File: config.mk
export PLATFORM = sky130hd
export DESIGN_NAME = pc_stack
export DESIGN_NICKNAME = d
export VERILOG_FILES = /design/src/rtl/pc_stack.sv
export SDC_FILE = /design/constraint.sdc
export NUM_CORES = 1
export LEC_CHECK = 0
export ABC_AREA = 0
export CELL_PAD_IN_SITES_DETAIL_PLACEMENT = 1
export CELL_PAD_IN_SITES_GLOBAL_PLACEMENT = 1
export CORE_UTILIZATION = 46
export DETAILED_ROUTE_END_ITERATION = 6
export PLACE_DENSITY = 0.84
export SETUP_SLACK_MARGIN = 0.02
export SLEW_MARGIN = 20
export SYNTH_ARGS = -nofsm -noshare
export SYNTH_HDL_FRONTEND = slang
export SYNTH_SLANG_ARGS = --single-unit
File: constraint.sdc
create_clock -name clk -period 4.55 [get_ports clk]
set_clock_uncertainty 0.1 [all_clocks]
set_input_delay 1.1375 -clock clk [delete_from_list [all_inputs] [get_ports clk]]
set_output_delay 1.1375 -clock clk [all_outputs]
set_load 0.01 [all_outputs]
File: src/rtl/pc_stack.sv
`default_nettype none
// ============================================================================
// Module      : pc_stack
// Description : Program counter with a LIFO return-address stack.
//               One operation per cycle, priority ret > call > load > inc.
//               The PC and all flags are registered, so inputs never reach
//               outputs combinationally.
// Ports       : clk              - single clock, rising edge
//               rstn             - synchronous active-low reset
//               inc              - advance PC by one
//               load             - jump: PC <= load_addr
//               load_addr        - jump / call target
//               call             - push PC+1, then PC <= load_addr
//               ret              - pop top of stack into PC
//               cnt_val          - current PC (register output)
//               max_size_reached - sticky: inc requested while PC = MAX
//               stack_full       - occupancy = STACK_DEPTH
//               stack_empty      - occupancy = 0
//               stack_err        - sticky: call when full or ret when empty
// Revision    : 1.0 - initial release
// ============================================================================
module pc_stack #(
  parameter int                ADDR_W      = 5,
  parameter int                STACK_DEPTH = 4,
  parameter logic [ADDR_W-1:0] RESET_VEC   = '0,
  parameter int                WRAP        = 0
) (
  input  logic              clk,
  input  logic              rstn,
  input  logic              inc,
  input  logic              load,
  input  logic [ADDR_W-1:0] load_addr,
  input  logic              call,
  input  logic              ret,
  output logic [ADDR_W-1:0] cnt_val,
  output logic              max_size_reached,
  output logic              stack_full,
  output logic              stack_empty,
  output logic              stack_err
);

  localparam int                OCC_W   = $clog2(STACK_DEPTH + 1);
  localparam logic [ADDR_W-1:0] C_PC_MAX = '1;
  localparam logic [OCC_W-1:0]  C_OCC_FULL = OCC_W'(STACK_DEPTH);

  // Architectural state
  logic [ADDR_W-1:0] pc_q, pc_d;
  logic [OCC_W-1:0]  occ_q, occ_d;
  logic              max_q, max_d;
  logic              err_q, err_d;
  logic [ADDR_W-1:0] entry_q [STACK_DEPTH];

  // Datapath helpers
  logic              w_push;
  logic [ADDR_W-1:0] w_ret_addr;
  logic [ADDR_W-1:0] w_top;
  logic              w_full;
  logic              w_empty;

  assign w_full     = (occ_q == C_OCC_FULL);
  assign w_empty    = (occ_q == '0);
  // Natural ADDR_W-bit rollover gives (PC+1) mod 2^ADDR_W.
  assign w_ret_addr = pc_q + ADDR_W'(1);

  // Top of stack is the entry just below the occupancy count.
  always_comb begin
    w_top = '0;
    for (int i = 0; i < STACK_DEPTH; i++) begin
      if (occ_q == OCC_W'(i + 1)) begin
        w_top = entry_q[i];
      end
    end
  end

  // Next-state selection in priority order; lower requests are dropped.
  always_comb begin
    pc_d   = pc_q;
    occ_d  = occ_q;
    max_d  = max_q;
    err_d  = err_q;
    w_push = 1'b0;
    if (ret) begin
      if (w_empty) begin
        err_d = 1'b1;
      end else begin
        pc_d  = w_top;
        occ_d = occ_q - OCC_W'(1);
      end
    end else if (call) begin
      if (w_full) begin
        err_d = 1'b1;
      end else begin
        w_push = 1'b1;
        pc_d   = load_addr;
        occ_d  = occ_q + OCC_W'(1);
      end
    end else if (load) begin
      pc_d = load_addr;
    end else if (inc) begin
      if (pc_q == C_PC_MAX) begin
        max_d = 1'b1;
        pc_d  = (WRAP != 0) ? '0 : pc_q;
      end else begin
        pc_d = pc_q + ADDR_W'(1);
      end
    end
  end

  always_ff @(posedge clk) begin
    if (!rstn) begin
      pc_q  <= RESET_VEC;
      occ_q <= '0;
      max_q <= 1'b0;
      err_q <= 1'b0;
    end else begin
      pc_q  <= pc_d;
      occ_q <= occ_d;
      max_q <= max_d;
      err_q <= err_d;
    end
  end

  // Entry contents need no reset: ret on an empty stack never reads them.
  // A push lands in the slot indexed by the current occupancy.
  generate
    for (genvar e = 0; e < STACK_DEPTH; e++) begin : g_entry
      always_ff @(posedge clk) begin
        if (rstn && w_push && (occ_q == OCC_W'(e))) begin
          entry_q[e] <= w_ret_addr;
        end
      end
    end
  endgenerate

  assign cnt_val          = pc_q;
  assign max_size_reached = max_q;
  assign stack_full       = w_full;
  assign stack_empty      = w_empty;
  assign stack_err        = err_q;

endmodule
`default_nettype wire
==> metrics.md, run 1 <==
| Metric | Value |
|---|---|
| Final ANT Viol Nets | `0` |
| CTS Buffer Depth | `2` |
| Min cycle time layout | `3.25 ns` |
| Run status | `complete, no violations` |
| First-pass GRT wire length | `5980 um` |
| Largest net degree at the start of global routing | `13` |
| Element type at the critical path end | `primary output` |
| Worst-Margin Slew | `0.710 ns` |
| Pins Over Slew Limit | `0` |
| WP data required | `3.31 ns` |
| Synthesized Nets | `157` |
| Crit Path Category | `reg2out` |
| Tcrit/Tclk final | `0.714` |
| Area of the core | `3100 um2` |
| Slew Limit Headroom | `0.526` |
| Nets@finish | `178` |
| Count of final hold-check violations | `0` |
| Vias | `1139` |
| Clock Tree Root | `clkbuf_4` |
| GRT Overall Usage | `0.241` |
| Clk pin slew, worst setup/hold paths | `0.10 ns` |
| Initial antenna violation count | `0` |
| Startpoint Class | `flop` |
| Finish-stage setup viols | `0` |
| Drt wl/cell | `18.5 um` |
| Share of cells above drive strength 1 | `0.125` |
| Clock Sinks | `30` |
| I/O pins | `20` |
| TritonCTS Buffers | `5` |
| Vias in the first global route | `1206` |
| FF+latch count, synth | `30` |
| PortBufs | `19` |
| CP max FO | `12` |
| Resized Gates After CTS | `0` |
| Cells after Synth | `138` |
| Die ar. | `3580 um2` |
| Diodes inserted | `0` |
| Drc violations | `0` |
| Top_reg_cell synth | `edfxtp_1` |
| Site Rows | `20` |
| Seq/Total Area, Yosys | `0.520` |
| Pwr Density | `549 nW/um2` |
| Gp weighted congestion | `0.787` |
| Cell taking the most area after synthesis | `edfxtp_1` |
| Synth top area share | `0.390` |
| Synthesized area per cell | `11.2 um2` |
| Pwr Total | `0.00102 W` |
| Die width | `59.9 um` |
| Mapped cell area | `1540 um2` |
| Area added between synthesis and finish | `21.2%` |
| Vias per cell | `5.58` |
| Synth warn | `0` |
| Gr ovfl total | `0` |
| Worst EP arrival | `2.01 ns` |
| 1st-iter DRT viols | `22` |
| Wirelength, routed | `3770 um` |
| Min-Delay Startpoint | `stack_err` |
| RSZ-0062 raised after global routing | `false` |
| First-pass DRT Iterations | `4` |
| Setup_tns | `0 ns` |
| Synth unique cells | `43` |
| Initial Utilization | `0.496` |
| Area contributors post-synth | `edfxtp_1, dfxtp_1, ha_1` |
| Hold_buf cts | `0` |
| Hold WC Path Type | `reg2reg` |
| Max Freq | `308 MHz` |
| Setup Buffers After CTS | `0` |
| CTS tree | `done` |
| EDFF count, synth | `20` |
| Fraction of registers with async set/reset | `0` |
| Leak | `0.692 nW` |
| H-tree Lvls | `2` |
| Number of max-cap violations | `0` |
| Die Y | `59.9 um` |
| Worst skew pair latency | `0.32 ns` |
| Final HPWL DP | `2820 um` |
| Worst r2r src | `cnt_val[0]` |
| Maximum VDD drop | `0.290 mV` |
| Critical Path Source | `occ_q[0]` |
## synth_stat cells (all sizes together), types with 3 or more instances
cell type and instances:
dfxtp 10, ha 8, a21oi 5, o221a 4, inv 6, clkbuf 3
nor2 5, a31oi 8, nor2b 3, a21o 5, o21ai 6, edfxtp 20
nand3b 5, or2 4, nand2 21
## cells in the final DEF, fill, tap and decap left out, types with 2 or more instances in the layout
cell type / n
o21ai_0: 6
a31oi_1: 8
a21o_1: 5
a21oi_1: 5
edfxtp_1: 20
ha_1: 8
inv_1: 5
clkdlybuf4s50_1: 19
or2_1: 2
xor2_1: 2
dfxtp_1: 10
nor3b_1: 2
nor2b_1: 3
bufinv_16: 2
nand3b_1: 5
nand2_1: 20
xnor2_1: 2
nor2_1: 3
clkbuf_4: 5
and3_1: 2
o221a_2: 3
## final timing paths
path | to | cells past startpoint | slack (ns)
setup / recovery | stack_full | 5 | 1.30
hold / removal | stack_err | 2 | 0.42
setup reg to reg | cnt_val[1] | 7 | 2.31
hold reg to reg | stack_err | 2 | 0.42
## cell type report
type / instances / area [um2]
Fill cell: 345 / 1240
Sequential cell: 30 / 801
Multi-Input combinational cell: 97 / 687
Timing Repair Buffer: 19 / 190
Clock inverter: 2 / 60.1
Tap cell: 44 / 55.1
Clock buffer: 6 / 51.3
Inverter: 6 / 22.5
## per-layer routing
layer / part of all wire / track usage / up-vias
met4: 0.023 / 0.0797 / 0
li1: - / - / 546
met3: 0.043 / 0.0584 / 8
met1: 0.42 / 0.286 / 546
met2: 0.51 / 0.425 / 39
met5: 0 / 0 / -
## cell families (layout without fill, tap and decap cells)
family | count (synthesis) | count (layout) | synth area share
AO/OA/AOI/OAI | 37 | 37 | 0.186
XOR/XNOR | 4 | 4 | 0.0227
adder cells (fa/ha/maj) | 8 | 8 | 0.0650
buffers and inverters | 11 | 33 | 0.0341
flip-flops | 30 | 30 | 0.520
AND/OR/NAND/NOR | 48 | 48 | 0.172
## registers in the layout, indices dropped and copies added (netlist names)
register / cells
entry_q: 20
cnt_val: 5
occ_q: 3
max_size_reached: 1
stack_err: 1
## critical path: stages, from the launching register on
cell	delay [ns]
dfxtp_1	0.36
inv_1	0.14
ha_1	0.36
nand2_4	0.15
inv_2	0.13
clkdlybuf4s50_1	0.55
## power by group
part           switching (W)  internal, W  leakage (nW)  total, W
Sequential         0.0000361     0.000343         0.265  0.000379
Combinational       0.000205     0.000159         0.369  0.000364
Clock              0.0000946     0.000186        0.0585  0.000281
Total               0.000336     0.000689         0.692   0.00102
## metrics by stage
stage,hold slack [ns],setup slack [ns],utilization,std cells,area (um2)
after floorplan,0.424,2.06,-,138,1540
after global placement,0.377,1.32,0.566,196,1760
after detailed placement,0.404,1.21,0.566,196,1760
after CTS,0.425,1.29,0.602,204,1870
after global routing,0.465,1.21,0.602,204,1870
final,0.416,1.30,0.602,204,1870
Power figures use the tool's default switching activity.
==> run 2: changes to the inputs <==
CORE_UTILIZATION = 39   (was 46)
PLACE_DENSITY = 0.76   (was 0.84)
clock period = 2.7 ns   (was 4.55 ns; I/O delays follow)
==> metrics.md, run 2 (synthesis results as in run 1) <==
| Metric | Value |
|---|---|
| Run status | `complete, no violations (unchanged)` |
| Diodes inserted | `0 (unchanged)` |
| Pins Over Slew Limit | `0 (unchanged)` |
| Startpoint Class | `flop (unchanged)` |
| Tcrit/Tclk final | `0.948` |
| First-pass DRT Iterations | `4 (unchanged)` |
| Clock Sinks | `30 (unchanged)` |
| Site Rows | `22 (was 20)` |
| Vias | `1142 (was 1139)` |
| Hold_buf cts | `0 (unchanged)` |
| Area added between synthesis and finish | `26.6% (was 21.2%)` |
| Critical Path Source | `occ_q[0] (unchanged)` |
| Reg-to-reg setup timing slack | `0.46 ns (was 2.31 ns)` |
| Storage cell area | `801 um2 (unchanged)` |
| CP max FO | `12 (unchanged)` |
| Die width | `64.8 um (was 59.9 um)` |
| Initial Utilization | `0.414 (was 0.496)` |
| Die Y | `64.8 um (was 59.9 um)` |
| End point of the critical path | `stack_full (unchanged)` |
| Crit-path max cell delay | `0.54 ns (was 0.55 ns)` |
| GRT Overall Usage | `0.205 (was 0.241)` |
| RR Endpoint | `cnt_val[4] (was cnt_val[1])` |
| Worst skew pair latency | `0.28 ns (was 0.32 ns)` |
| Area of the core | `3720 um2 (was 3100 um2)` |
| CTS tree | `done (unchanged)` |
| Drt wl/cell | `17.7 um (was 18.5 um)` |
| H-tree Lvls | `2 (unchanged)` |
| Element type at the critical path end | `primary output (unchanged)` |
| Setup_tns | `0 ns (unchanged)` |
| Area of the multi-input gates | `699 um2 (was 687 um2)` |
| CTS Buffer Depth | `2 (unchanged)` |
| Biggest register | `entry_q (unchanged)` |
| Filler Cell Count | `420 (was 345)` |
| Leak | `0.731 nW (was 0.692 nW)` |
| PortBufs | `19 (unchanged)` |
| Final ANT Viol Nets | `0 (unchanged)` |
| Final HPWL DP | `2820 um (about the same)` |
| Pwr Density | `927 nW/um2 (was 549 nW/um2)` |
| WP data required | `1.92 ns (was 3.31 ns)` |
| Crit Path Category | `reg2out (unchanged)` |
| Slew Limit Headroom | `0.673 (was 0.526)` |
| Count of final hold-check violations | `0 (unchanged)` |
| Commonest non-fill, non-tap cells in the layout | `nand2_1, edfxtp_1, clkdlybuf4s50_1 (unchanged)` |
| Worst EP arrival | `1.78 ns (was 2.01 ns)` |
| Nets@finish | `184 (was 178)` |
| Maximum VDD drop | `0.419 mV (was 0.290 mV)` |
| Max Freq | `391 MHz` |
| Final non-filler cell total | `214 (was 204)` |
| Finish-stage setup viols | `0 (unchanged)` |
| Number of max-cap violations | `0 (unchanged)` |
| Hold WC Path Type | `reg2reg (unchanged)` |
| Vias in the first global route | `1195 (was 1206)` |
| Drc violations | `0 (unchanged)` |
| RSZ-0062 raised after global routing | `false (unchanged)` |
| TritonCTS Buffers | `5 (unchanged)` |
| Min cycle time layout | `2.56 ns` |
| Vias per cell | `5.34 (was 5.58)` |
| Initial antenna violation count | `0 (unchanged)` |
| Gp weighted congestion | `0.853 (was 0.787)` |
| First-pass GRT wire length | `6110 um (was 5980 um)` |
| R2R cell count | `7 (unchanged)` |
| Final core utilization | `0.525 (was 0.602)` |
| I/O pins | `20 (unchanged)` |
| Largest register FFs | `20 (unchanged)` |
| 1st-iter DRT viols | `28 (was 22)` |
| Worst-Margin Slew | `0.487 ns (was 0.710 ns)` |
| Largest net degree at the start of global routing | `13 (unchanged)` |
| Wirelength, routed | `3790 um (was 3770 um)` |
| Critical path, cell by cell | `inv_1, ha_4, nand2_4, inv_2, clkdlybuf4s50_1 (was inv_1, ha_1, nand2_4, inv_2, clkdlybuf4s50_1)` |
| DP Cell Count | `206 (was 196)` |
| Clk pin slew, worst setup/hold paths | `0.07 ns (was 0.10 ns)` |
| Die ar. | `4200 um2 (was 3580 um2)` |
| Worst r2r src | `cnt_val[0] (unchanged)` |
| Share of cells above drive strength 1 | `0.157 (was 0.125)` |
| Clock Tree Root | `clkbuf_8 (was clkbuf_4)` |
| Slowest CP cell | `clkdlybuf4s50_1 (unchanged)` |
| Gr ovfl total | `0 (unchanged)` |
==> run 2: where the power goes <==
part           internal [W]  leakage, nW  total, W  switching, W
clock              0.000365       0.0658  0.000544      0.000178
combinational      0.000292        0.401  0.000624      0.000332
sequential         0.000579        0.265  0.000640     0.0000613
total               0.00124        0.731   0.00181      0.000572
==> run 2: layer usage <==
metal	vias up	routed length, um	global-route usage
li1	557	-	-
met1	546	1640	0.240
met2	33	1920	0.358
met3	6	172	0.0616
met4	0	49	0.0583
met5	-	0	0
==> run 2: layout make-up <==
| cell class | instances | share of cell area |
|---|---|---|
| clock inverters | 3 | 0.0327 |
| well taps | 48 | 0.0308 |
| multi-input cells | 97 | 0.359 |
| repair buffers | 25 | 0.121 |
| inverters | 6 | 0.0115 |
| flip-flops and latches | 30 | 0.411 |
| clock buffers | 5 | 0.0353 |
==> run 2: repair_timing <==
| item | 4_1_cts | 5_1_grt |
|---|---|---|
| setup buffers | 0 | 0 |
| endpoints found under the hold margin | 0 | 0 |
| gates resized for setup | 1 | 1 |
| cloned | 0 | 0 |
| setup endpoints to repair | 1 | 1 |
==> run 2: how the worst min path moves through the flow <==
stage | startpoint | cells after the start | end
2_1_floorplan | stack_err | 2 | stack_err
3_5_place_dp | max_size_reached | 2 | max_size_reached
3_3_place_gp | max_size_reached | 2 | max_size_reached
4_1_cts | max_size_reached | 2 | max_size_reached
6_report | max_size_reached | 2 | max_size_reached
5_1_grt | max_size_reached | 2 | max_size_reached
==> run 2: through the flow <==
step	cell area (um2)	power (W)	setup WS, ns	hold WS [ns]
3_5_place_dp	1810	0.00125	0.328	0.403
2_1_floorplan	1540	0.00102	0.668	0.424
4_1_cts	1940	0.00180	0.0775	0.424
6_report	1950	0.00181	0.140	0.409
3_3_place_gp	1810	0.00122	0.373	0.390
5_1_grt	1950	0.00190	0.0549	0.460
==> run 2: worst max-delay path, delay by kind of cell, from the launching register on <==
| kind | cells | cell delay, ns |
|---|---|---|
| fa+ha+maj | 1 | 0.21 |
| simple gates | 1 | 0.11 |
| buf+inv | 3 | 0.84 |
| flops | 1 | 0.35 |
==> patch, RTL diff (config.mk and constraints of run 1) <==
Change the parameter `STACK_DEPTH` from 4 to 2.
--- a/src/rtl/pc_stack.sv
+++ b/src/rtl/pc_stack.sv
@@ -21,7 +21,7 @@
 // ============================================================================
 module pc_stack #(
   parameter int                ADDR_W      = 5,
-  parameter int                STACK_DEPTH = 4,
+  parameter int                STACK_DEPTH = 2,
   parameter logic [ADDR_W-1:0] RESET_VEC   = '0,
   parameter int                WRAP        = 0
 ) (
Formal check against the unedited RTL: not equivalent (Yosys sat finds a counterexample within 4 cycles, from zero or initial values and one cycle with rstn low).
==> patch against run 1 <==
  * Global-route usage rose by 2.3 points
  * Cell area fell by 34%
  * Worst setup slack improved by 170 ps
  * Sequential cell count fell by 11
  * Largest cell class is now multi-input combinational cells
  * Routed wire length fell by 25%
  * Die area decreased by 32%
  * Fmax rose by 5.6%
  * Sequential power is 44% lower
  * Synthesized area is 33% lower
  * Synthesized cell count down 28%
  * Combinational power fell by 60%
  * Power decreased by 56%
==> patch: results <==
metrics = {
    "run_status": {
        "status": "finished, final reports clean",
    },
    "worst_setup_path": {
        "ff2ff_path_depth": 4,
        "r2r_end": "entry_q[0][2]$_DFFE_PP_",
        "path_max_fanout": 13,
    },
    "pwr": {
        "vdd_drop_max_uv": 223,
        "leakage_nw": 0.455,
    },
    "finish": {
        "finish.instance_area_um2": 1240,
        "num_antenna_cells": 0,
        "largest_register_ffs": 10,
        "fillers": 234,
        "nets": 134,
        "drive_above_1_share": 0.0684,
    },
    "global_route": {
        "grt_pass1_wl_um": 4710,
        "grt_use_met2": 0.463,
        "grt_max_degree": 19,
        "grt_pass1_vias": 942,
        "grtUsageMet3": 0.0467,
        "grt_usage": 0.264,
        "met1_usage": 0.317,
    },
    "logic_synthesis": {
        "syn_nets": 116,
        "synth_common_cells": "edfxtp_1 (10), nand2_1 (10), dfxtp_1 (9)",
        "syn_avg_cell_area_um2": 10.3,
        "yosys-top-cells-area": "edfxtp_1 (29%), dfxtp_1 (18%), ha_1 (6.1%)",
        "synth_edf_count": 10,
        "seq_area_frac_synth": 0.468,
        "synth_cell_types": 38,
    },
    "routing": {
        "routed-wl-met3_um": 132,
        "drt-wirelength-per-cell_um": 19.5,
        "met1Wirelength_um": 1200,
        "dr.first_iter.drc_count": 21,
        "wl_met2_um": 1450,
        "routed-via-count": 877,
        "vias_per_cell": 6.09,
    },
    "timing": {
        "hold-worst-slack_ps": 379,
        "relSlewSlack": 0.489,
        "min_period_ps": 3080,
    },
    "min_path": {
        "min_delay_path_depth": 1,
    },
    "placement": {
        "place_ws_ps": 1250,
        "routabilityCongestion": 0.824,
        "dp_hpwl_um": 2060,
    },
    "clocking": {
        "h-tree-depth": 1,
        "numCtsBuffers": 3,
    },
}
## patch: changes by cell type after synthesis, sizes merged, moves of 4 or more
cell,change
o221a,-4
edfxtp,-10
o211ai,+6
nand2,-11
a31oi,-8
nand3b,-5
a21o,-5
## patch: final cells by class
type	count	share of cell area
clock buffer	4	0.0212
inverter	3	0.00908
multi-input combinational	72	0.402
sequential	19	0.387
tap	27	0.0272
timing repair buffer	19	0.153
## patch: cell families after synthesis
logic type	synth area share
compound gates	0.216
xor+xnor	0.0171
fa+ha+maj	0.0609
buf+inv	0.0475
flops	0.468
mux	0.00974
simple gates	0.182
## patch: worst max-delay path: stages (launching register included)
cell and delay, ps:
dfxtp_1 350, inv_1 90, ha_1 460, clkdlybuf4s50_1 630
## patch: where the power goes
group	internal [W]	leakage, nW	total, W	switching, W
Sequential	0.000199	0.165	0.000214	0.0000144
Clock	0.0000342	0.0150	0.0000898	0.0000555
Combinational	0.0000665	0.275	0.000144	0.0000779
